**config.mk**
```make
export PLATFORM = sky130hd
export DESIGN_NAME = pipeline_hazard_ctrl
export DESIGN_NICKNAME = d
export VERILOG_FILES = /design/src/rtl/pipeline_hazard_ctrl.sv
export SDC_FILE = /design/constraint.sdc
export NUM_CORES = 1
export LEC_CHECK = 0
export CAP_MARGIN = 15
export CELL_PAD_IN_SITES_DETAIL_PLACEMENT = 1
export CELL_PAD_IN_SITES_GLOBAL_PLACEMENT = 1
export CORE_UTILIZATION = 27
export CTS_BUF_LIST = sky130_fd_sc_hd__clkbuf_4 sky130_fd_sc_hd__clkbuf_8
export CTS_CLUSTER_DIAMETER = 200
export DETAILED_ROUTE_END_ITERATION = 10
export GPL_ROUTABILITY_DRIVEN = 0
export HOLD_SLACK_MARGIN = 0.1
export PLACE_DENSITY = 0.84
export SETUP_SLACK_MARGIN = 0.02
export SLEW_MARGIN = 0
export SYNTH_ARGS = -nofsm -noshare
export SYNTH_HDL_FRONTEND = slang
export SYNTH_SLANG_ARGS = --single-unit
```
**constraint.sdc**
```tcl
create_clock -name clk -period 2.4 [get_ports clk]
set_clock_uncertainty 0.2 [all_clocks]
set_input_delay 0.24 -clock clk [delete_from_list [all_inputs] [get_ports clk]]
set_output_delay 0.24 -clock clk [all_outputs]
set_load 0.1 [all_outputs]
```
**src/rtl/pipeline_hazard_ctrl.sv**
```systemverilog
// pipeline_hazard_ctrl: stall/flush sequencer with memory-wait FSM and timeout.
// Define PIPE_HAZARD_PERF_CNT_EN to add the stall_cycles/flush_events counters.
module pipeline_hazard_ctrl #(
  parameter int REG_ADDR_W = 5,
  parameter int MEM_TIMEOUT = 15
`ifdef PIPE_HAZARD_PERF_CNT_EN
  , parameter int CNT_W = 32
`endif
) (
  input  logic                  clk,
  input  logic                  rst_n,
  input  logic                  PCSrc_in_Mem,
  input  logic                  MemRead_in_Ex,
  input  logic [REG_ADDR_W-1:0] rd_in_Ex,
  input  logic [REG_ADDR_W-1:0] rs1_in_ID,
  input  logic [REG_ADDR_W-1:0] rs2_in_ID,
  input  logic                  rs1_used_ID,
  input  logic                  rs2_used_ID,
  input  logic                  mem_req,
  input  logic                  mem_ack,
  output logic                  PC_en,
  output logic                  IF_ID_en,
  output logic                  ID_EX_en,
  output logic                  EX_MEM_en,
  output logic                  IF_ID_flush,
  output logic                  ID_EX_flush,
  output logic                  EX_MEM_flush,
  output logic                  MEM_WB_bubble,
  output logic                  mem_timeout_err,
  output logic [1:0]            state_o
`ifdef PIPE_HAZARD_PERF_CNT_EN
  , output logic [CNT_W-1:0]    stall_cycles,
  output logic [CNT_W-1:0]      flush_events
`endif
);
  localparam int CW = MEM_TIMEOUT > 0 ? $clog2(MEM_TIMEOUT + 1) : 1;
  localparam logic [CW-1:0] TO_V = CW'(MEM_TIMEOUT);
  typedef enum logic [1:0] {RUN = 2'b00, MEM_WAIT = 2'b01, ERROR = 2'b10} state_t;
  state_t state_q, state_d;
  logic [CW-1:0] wait_cnt_q, wait_cnt_d;
  logic load_use, mem_stall, freeze;
  assign load_use = MemRead_in_Ex && rd_in_Ex != '0 &&
                    ((rs1_used_ID && rs1_in_ID == rd_in_Ex) || (rs2_used_ID && rs2_in_ID == rd_in_Ex));
  assign mem_stall = mem_req && !mem_ack;
  assign freeze = (state_q == RUN && mem_stall) || (state_q == MEM_WAIT && !mem_ack);
  assign mem_timeout_err = state_q == ERROR;
  assign state_o = state_q;
  always_comb begin
    state_d = state_q;
    wait_cnt_d = wait_cnt_q;
    {PC_en, IF_ID_en, ID_EX_en, EX_MEM_en} = 4'hf;
    {IF_ID_flush, ID_EX_flush, EX_MEM_flush} = 3'b000;
    MEM_WB_bubble = 1'b0;
    if (state_q == ERROR) begin
      {PC_en, IF_ID_en, ID_EX_en, EX_MEM_en} = 4'h0;
      MEM_WB_bubble = 1'b1;
    end else if (freeze) begin
      {PC_en, IF_ID_en, ID_EX_en, EX_MEM_en} = 4'h0;
      MEM_WB_bubble = 1'b1;
      state_d = MEM_WAIT;
      if (state_q == RUN) wait_cnt_d = CW'(1);
      else begin
        wait_cnt_d = (wait_cnt_q == '1) ? wait_cnt_q : wait_cnt_q + CW'(1);
        if (MEM_TIMEOUT != 0 && wait_cnt_q == TO_V) state_d = ERROR;
      end
    end else begin
      state_d = RUN;
      wait_cnt_d = '0;
      if (PCSrc_in_Mem) {IF_ID_flush, ID_EX_flush, EX_MEM_flush} = 3'b111;
      else if (load_use) begin
        {PC_en, IF_ID_en} = 2'b00;
        ID_EX_flush = 1'b1;
      end
    end
    // Reset overrides combinationally so outputs go safe the instant rst_n drops
    if (!rst_n) begin
      {PC_en, IF_ID_en, ID_EX_en, EX_MEM_en} = 4'h0;
      {IF_ID_flush, ID_EX_flush, EX_MEM_flush} = 3'b111;
      MEM_WB_bubble = 1'b1;
    end
  end
  always_ff @(posedge clk or negedge rst_n)
    if (!rst_n) begin
      state_q <= RUN;
      wait_cnt_q <= '0;
    end else begin
      state_q <= state_d;
      wait_cnt_q <= wait_cnt_d;
    end
`ifdef PIPE_HAZARD_PERF_CNT_EN
  logic [CNT_W-1:0] stall_cycles_q, stall_cycles_d, flush_events_q, flush_events_d;
  always_comb begin
    stall_cycles_d = (!PC_en && state_q != ERROR && stall_cycles_q != '1) ? stall_cycles_q + CNT_W'(1) : stall_cycles_q;
    flush_events_d = (EX_MEM_flush && flush_events_q != '1) ? flush_events_q + CNT_W'(1) : flush_events_q;
  end
  always_ff @(posedge clk or negedge rst_n)
    if (!rst_n) begin
      stall_cycles_q <= '0;
      flush_events_q <= '0;
    end else begin
      stall_cycles_q <= stall_cycles_d;
      flush_events_q <= flush_events_d;
    end
  assign stall_cycles = stall_cycles_q;
  assign flush_events = flush_events_q;
`endif
endmodule
```
==> impl_metrics.env <==
export IMPL_result_of_the_run="complete, no violations"
export IMPL_fin_hold_ws_ps=198
export IMPL_port_buffers=33
export IMPL_maxSlewHeadroom_pct=67.4
export IMPL_areaGrowthSynthToFinish_pct=119
export IMPL_grtUsageTotal_pct=22.6
export IMPL_synth_fp_nets=78
export IMPL_io_pins=34
export IMPL_die_x_um=45.6
export IMPL_post_dp_hpwl_mm=1.49
export IMPL_timing_critical_path_to_type="primary output"
export IMPL_ys_flop_type="sky130_fd_sc_hd__dfrtp_1"
export IMPL_cellPowerDensity_mw_per_mm2=281
export IMPL_dpl_cell_area_mm2=0.00104
export IMPL_yosys_mux_area_fraction_pct=0
export IMPL_timing_final_crit_period_ps=2280
export IMPL_synthSimpleGateAreaFrac_pct=16.8
export IMPL_placeableCoreArea_mm2=0.00175
export IMPL_ir_drop_uv=150
export IMPL_layout_drive_gt1_share_pct=40.7
export IMPL_ctsRootBufferMaster="sky130_fd_sc_hd__clkbuf_4"
export IMPL_post_synth_top_count_cell="sky130_fd_sc_hd__xor2_1"
export IMPL_clk_transition_reported_paths_ps=60
export IMPL_worst_setup_path_type="in2out"
export IMPL_synth_top_cells_by_count="sky130_fd_sc_hd__xor2_1 (8), sky130_fd_sc_hd__dfrtp_1 (6), sky130_fd_sc_hd__nand2_1 (4), sky130_fd_sc_hd__nor2_1 (4)"
export IMPL_number_of_iterations_in_the_first_detailed_routing_pass=4
export IMPL_count_of_nets_after_finishing=117
export IMPL_synth_area_top_cells="sky130_fd_sc_hd__dfrtp_1 (29%), sky130_fd_sc_hd__xor2_1 (14%), sky130_fd_sc_hd__a22o_2 (5.9%), sky130_fd_sc_hd__o41ai_4 (5.4%), sky130_fd_sc_hd__buf_4 (4.4%)"
export IMPL_drc_marker_count_from_the_first_detailed_route_iteration=7
export IMPL_grt_setup_unrepaired="false"
export IMPL_dieArea_mm2=0.00208
export IMPL_power_static_leakage_nw=0.527
export IMPL_cts_buffers_inserted=3
export IMPL_vias_per_cell=5.07
export IMPL_yosys_register_bits=6
export IMPL_grt_first_pass_wirelength_mm=3.15
export IMPL_worst_ep_required_time_ps=1960
export IMPL_syn_mean_instance_area_um2=9.50
export IMPL_grt_start_max_net_pins=8
export IMPL_clock_path_buffers=2
export IMPL_achievable_frequency_mhz=439
export IMPL_timing_critical_path_from_type="input port"
export IMPL_synth_edf_count=0
export IMPL_holdCritPathClass="in2async"
export IMPL_rows=15
export IMPL_synth_top_cell_area_share_pct=29.3
export IMPL_post_synth_num_cell_types=27
export IMPL_drv_slew=0
export IMPL_syn_area_um2=513
export IMPL_synthesis_yosys_warnings=0
export IMPL_remaining_drc_errors=0
export IMPL_drt_wl_total_mm=2.09
export IMPL_dpl_worst_slack_ps=-86.6
export IMPL_synth_adder_area_share_pct=2.44
export IMPL_route_antenna_remaining_nets=0
export IMPL_synth_top_area_cell="sky130_fd_sc_hd__dfrtp_1"
export IMPL_antenna_diode_count=0
export IMPL_fin_crit_sh_pct=94.9
export IMPL_timing_worst_slew_pin_value_ps=487
export IMPL_post_route_worst_setup_slack_ps=121
export IMPL_post_drt_wl_per_cell_um=18.0
export IMPL_grt_overflow=0
export IMPL_synth_compound_area_share_pct=27.1
export IMPL_grt_antenna_before_repair=0
export IMPL_grt_pass1_vias=670
export IMPL_synthCells=54
export IMPL_setup_violations_final=0
export IMPL_route_vias_total=588
export IMPL_cts_tree="done"
export IMPL_async_flop_share_pct=100
export IMPL_cts_htree_levels=1
export IMPL_layout_cell_area_excl_fill_mm2=0.00112
export IMPL_clkLatencyLatePin_ps=250
export IMPL_ys_seq_area_share_pct=29.3
export IMPL_die_h_um=45.6
export IMPL_p_total_w=0.000315
export IMPL_synth_top_family_by_area="compound AO/OA/AOI/OAI gates"
export IMPL_final_layout_fill_cell_count=192
export IMPL_cts_sink_count=6
export IMPL_floorplan_initialDensity_pct=29.4
export IMPL_maxCapViolations=0
export IMPL_worstPathMaxFanout=2
export IMPL_post_synth_xor_area_fraction_pct=17.1
export IMPL_final_hold_violation_count=0
export IMPL_crit_arrival_ps=1840
==> cell usage in the layout (no fill, tap or decap), types with 2 or more instances in the layout <==
cell type,n
sky130_fd_sc_hd__nor2_1,3
sky130_fd_sc_hd__buf_12,10
sky130_fd_sc_hd__dlymetal6s2s_1,9
sky130_fd_sc_hd__dlygate4sd2_1,2
sky130_fd_sc_hd__dfrtp_4,2
sky130_fd_sc_hd__o21ai_0,2
sky130_fd_sc_hd__a22o_2,3
sky130_fd_sc_hd__nand2_1,2
sky130_fd_sc_hd__xnor2_1,2
sky130_fd_sc_hd__inv_1,2
sky130_fd_sc_hd__xor2_1,8
sky130_fd_sc_hd__clkdlybuf4s50_1,10
sky130_fd_sc_hd__dfrtp_1,4
sky130_fd_sc_hd__clkbuf_4,3
sky130_fd_sc_hd__buf_4,4
sky130_fd_sc_hd__nor4_2,2
==> power by group <==
group          leakage, nW  switching, W  internal (W)
clock               0.0138     0.0000451     0.0000572
combinational        0.437     0.0000553     0.0000564
sequential          0.0768             0      0.000101
total                0.527      0.000100      0.000215
==> final cells by class <==
cell class,count,area (um^2),share of cell area (%)
clock buffers,3,22.5,2.01
inverters,4,18.8,1.67
multi-input cells,41,412,36.7
flip-flops and latches,6,158,14.0
well taps,25,31.3,2.79
repair buffers,37,480,42.8
==> per-stage QoR <==
step | util (%) | cells | TNS (ps)
global route | 64.3 | 116 | 0
global placement | 59.8 | 113 | -9.68
detailed placement | 59.8 | 113 | -240
floorplan | - | 54 | -397
finish | 64.3 | 116 | 0
CTS | 62.0 | 117 | 0
==> path summary, 6_finish.rpt <==
check / startpoint / end / slack [ps] / cells after the start
max in group asynchronous: rst_n / state_o[0]$_DFFE_PN0N_ / 1060 / 2
min reg2reg: wait_cnt_q[1]$_DFFE_PN0P_ / wait_cnt_q[1]$_DFFE_PN0P_ / 370 / 1
min: rst_n / wait_cnt_q[0]$_DFFE_PN0P_ / 200 / 2
max: rs2_in_ID[2] / IF_ID_en / 120 / 6
max reg2reg: wait_cnt_q[0]$_DFFE_PN0P_ / wait_cnt_q[0]$_DFFE_PN0P_ / 530 / 4
min in group clk: wait_cnt_q[1]$_DFFE_PN0P_ / wait_cnt_q[1]$_DFFE_PN0P_ / 370 / 1
==> layer usage <==
metal	GRT usage, %	vias up	routed length (um)
li1	-	268	-
met1	20.4	283	655
met2	45.7	31	1280
met3	2.78	6	82
met4	14.5	0	74
met5	0	-	0
==> repair_timing <==
action,CTS,global route
resized for setup,4,14
gates cloned,0,0
setup endpoints to repair,3,3
pin swaps,3,4
endpoints found under the hold margin,5,0
hold buffers,1,0
buffers inserted,0,0
==> kinds of logic (layout without fill, tap and decap cells) <==
| group | count (synthesis) | in the layout |
|---|---|---|
| xor+xnor | 10 | 10 |
| flops | 6 | 6 |
| fa+ha+maj | 1 | 1 |
| compound gates | 14 | 14 |
| buf+inv | 7 | 44 |
| simple gates | 16 | 16 |
==> critical path: stages <==
cell and delay (ps):
sky130_fd_sc_hd__clkdlybuf4s50_1 410, sky130_fd_sc_hd__xor2_1 150, sky130_fd_sc_hd__nor4_2 270, sky130_fd_sc_hd__a32oi_2 160
sky130_fd_sc_hd__o311a_4 430, sky130_fd_sc_hd__buf_12 180
==> registers in the layout (all words and copies together), names as in the netlist <==
signal,cells
state_o,2
wait_cnt_q,4
Note: power is estimated with default switching activity, not from simulation.
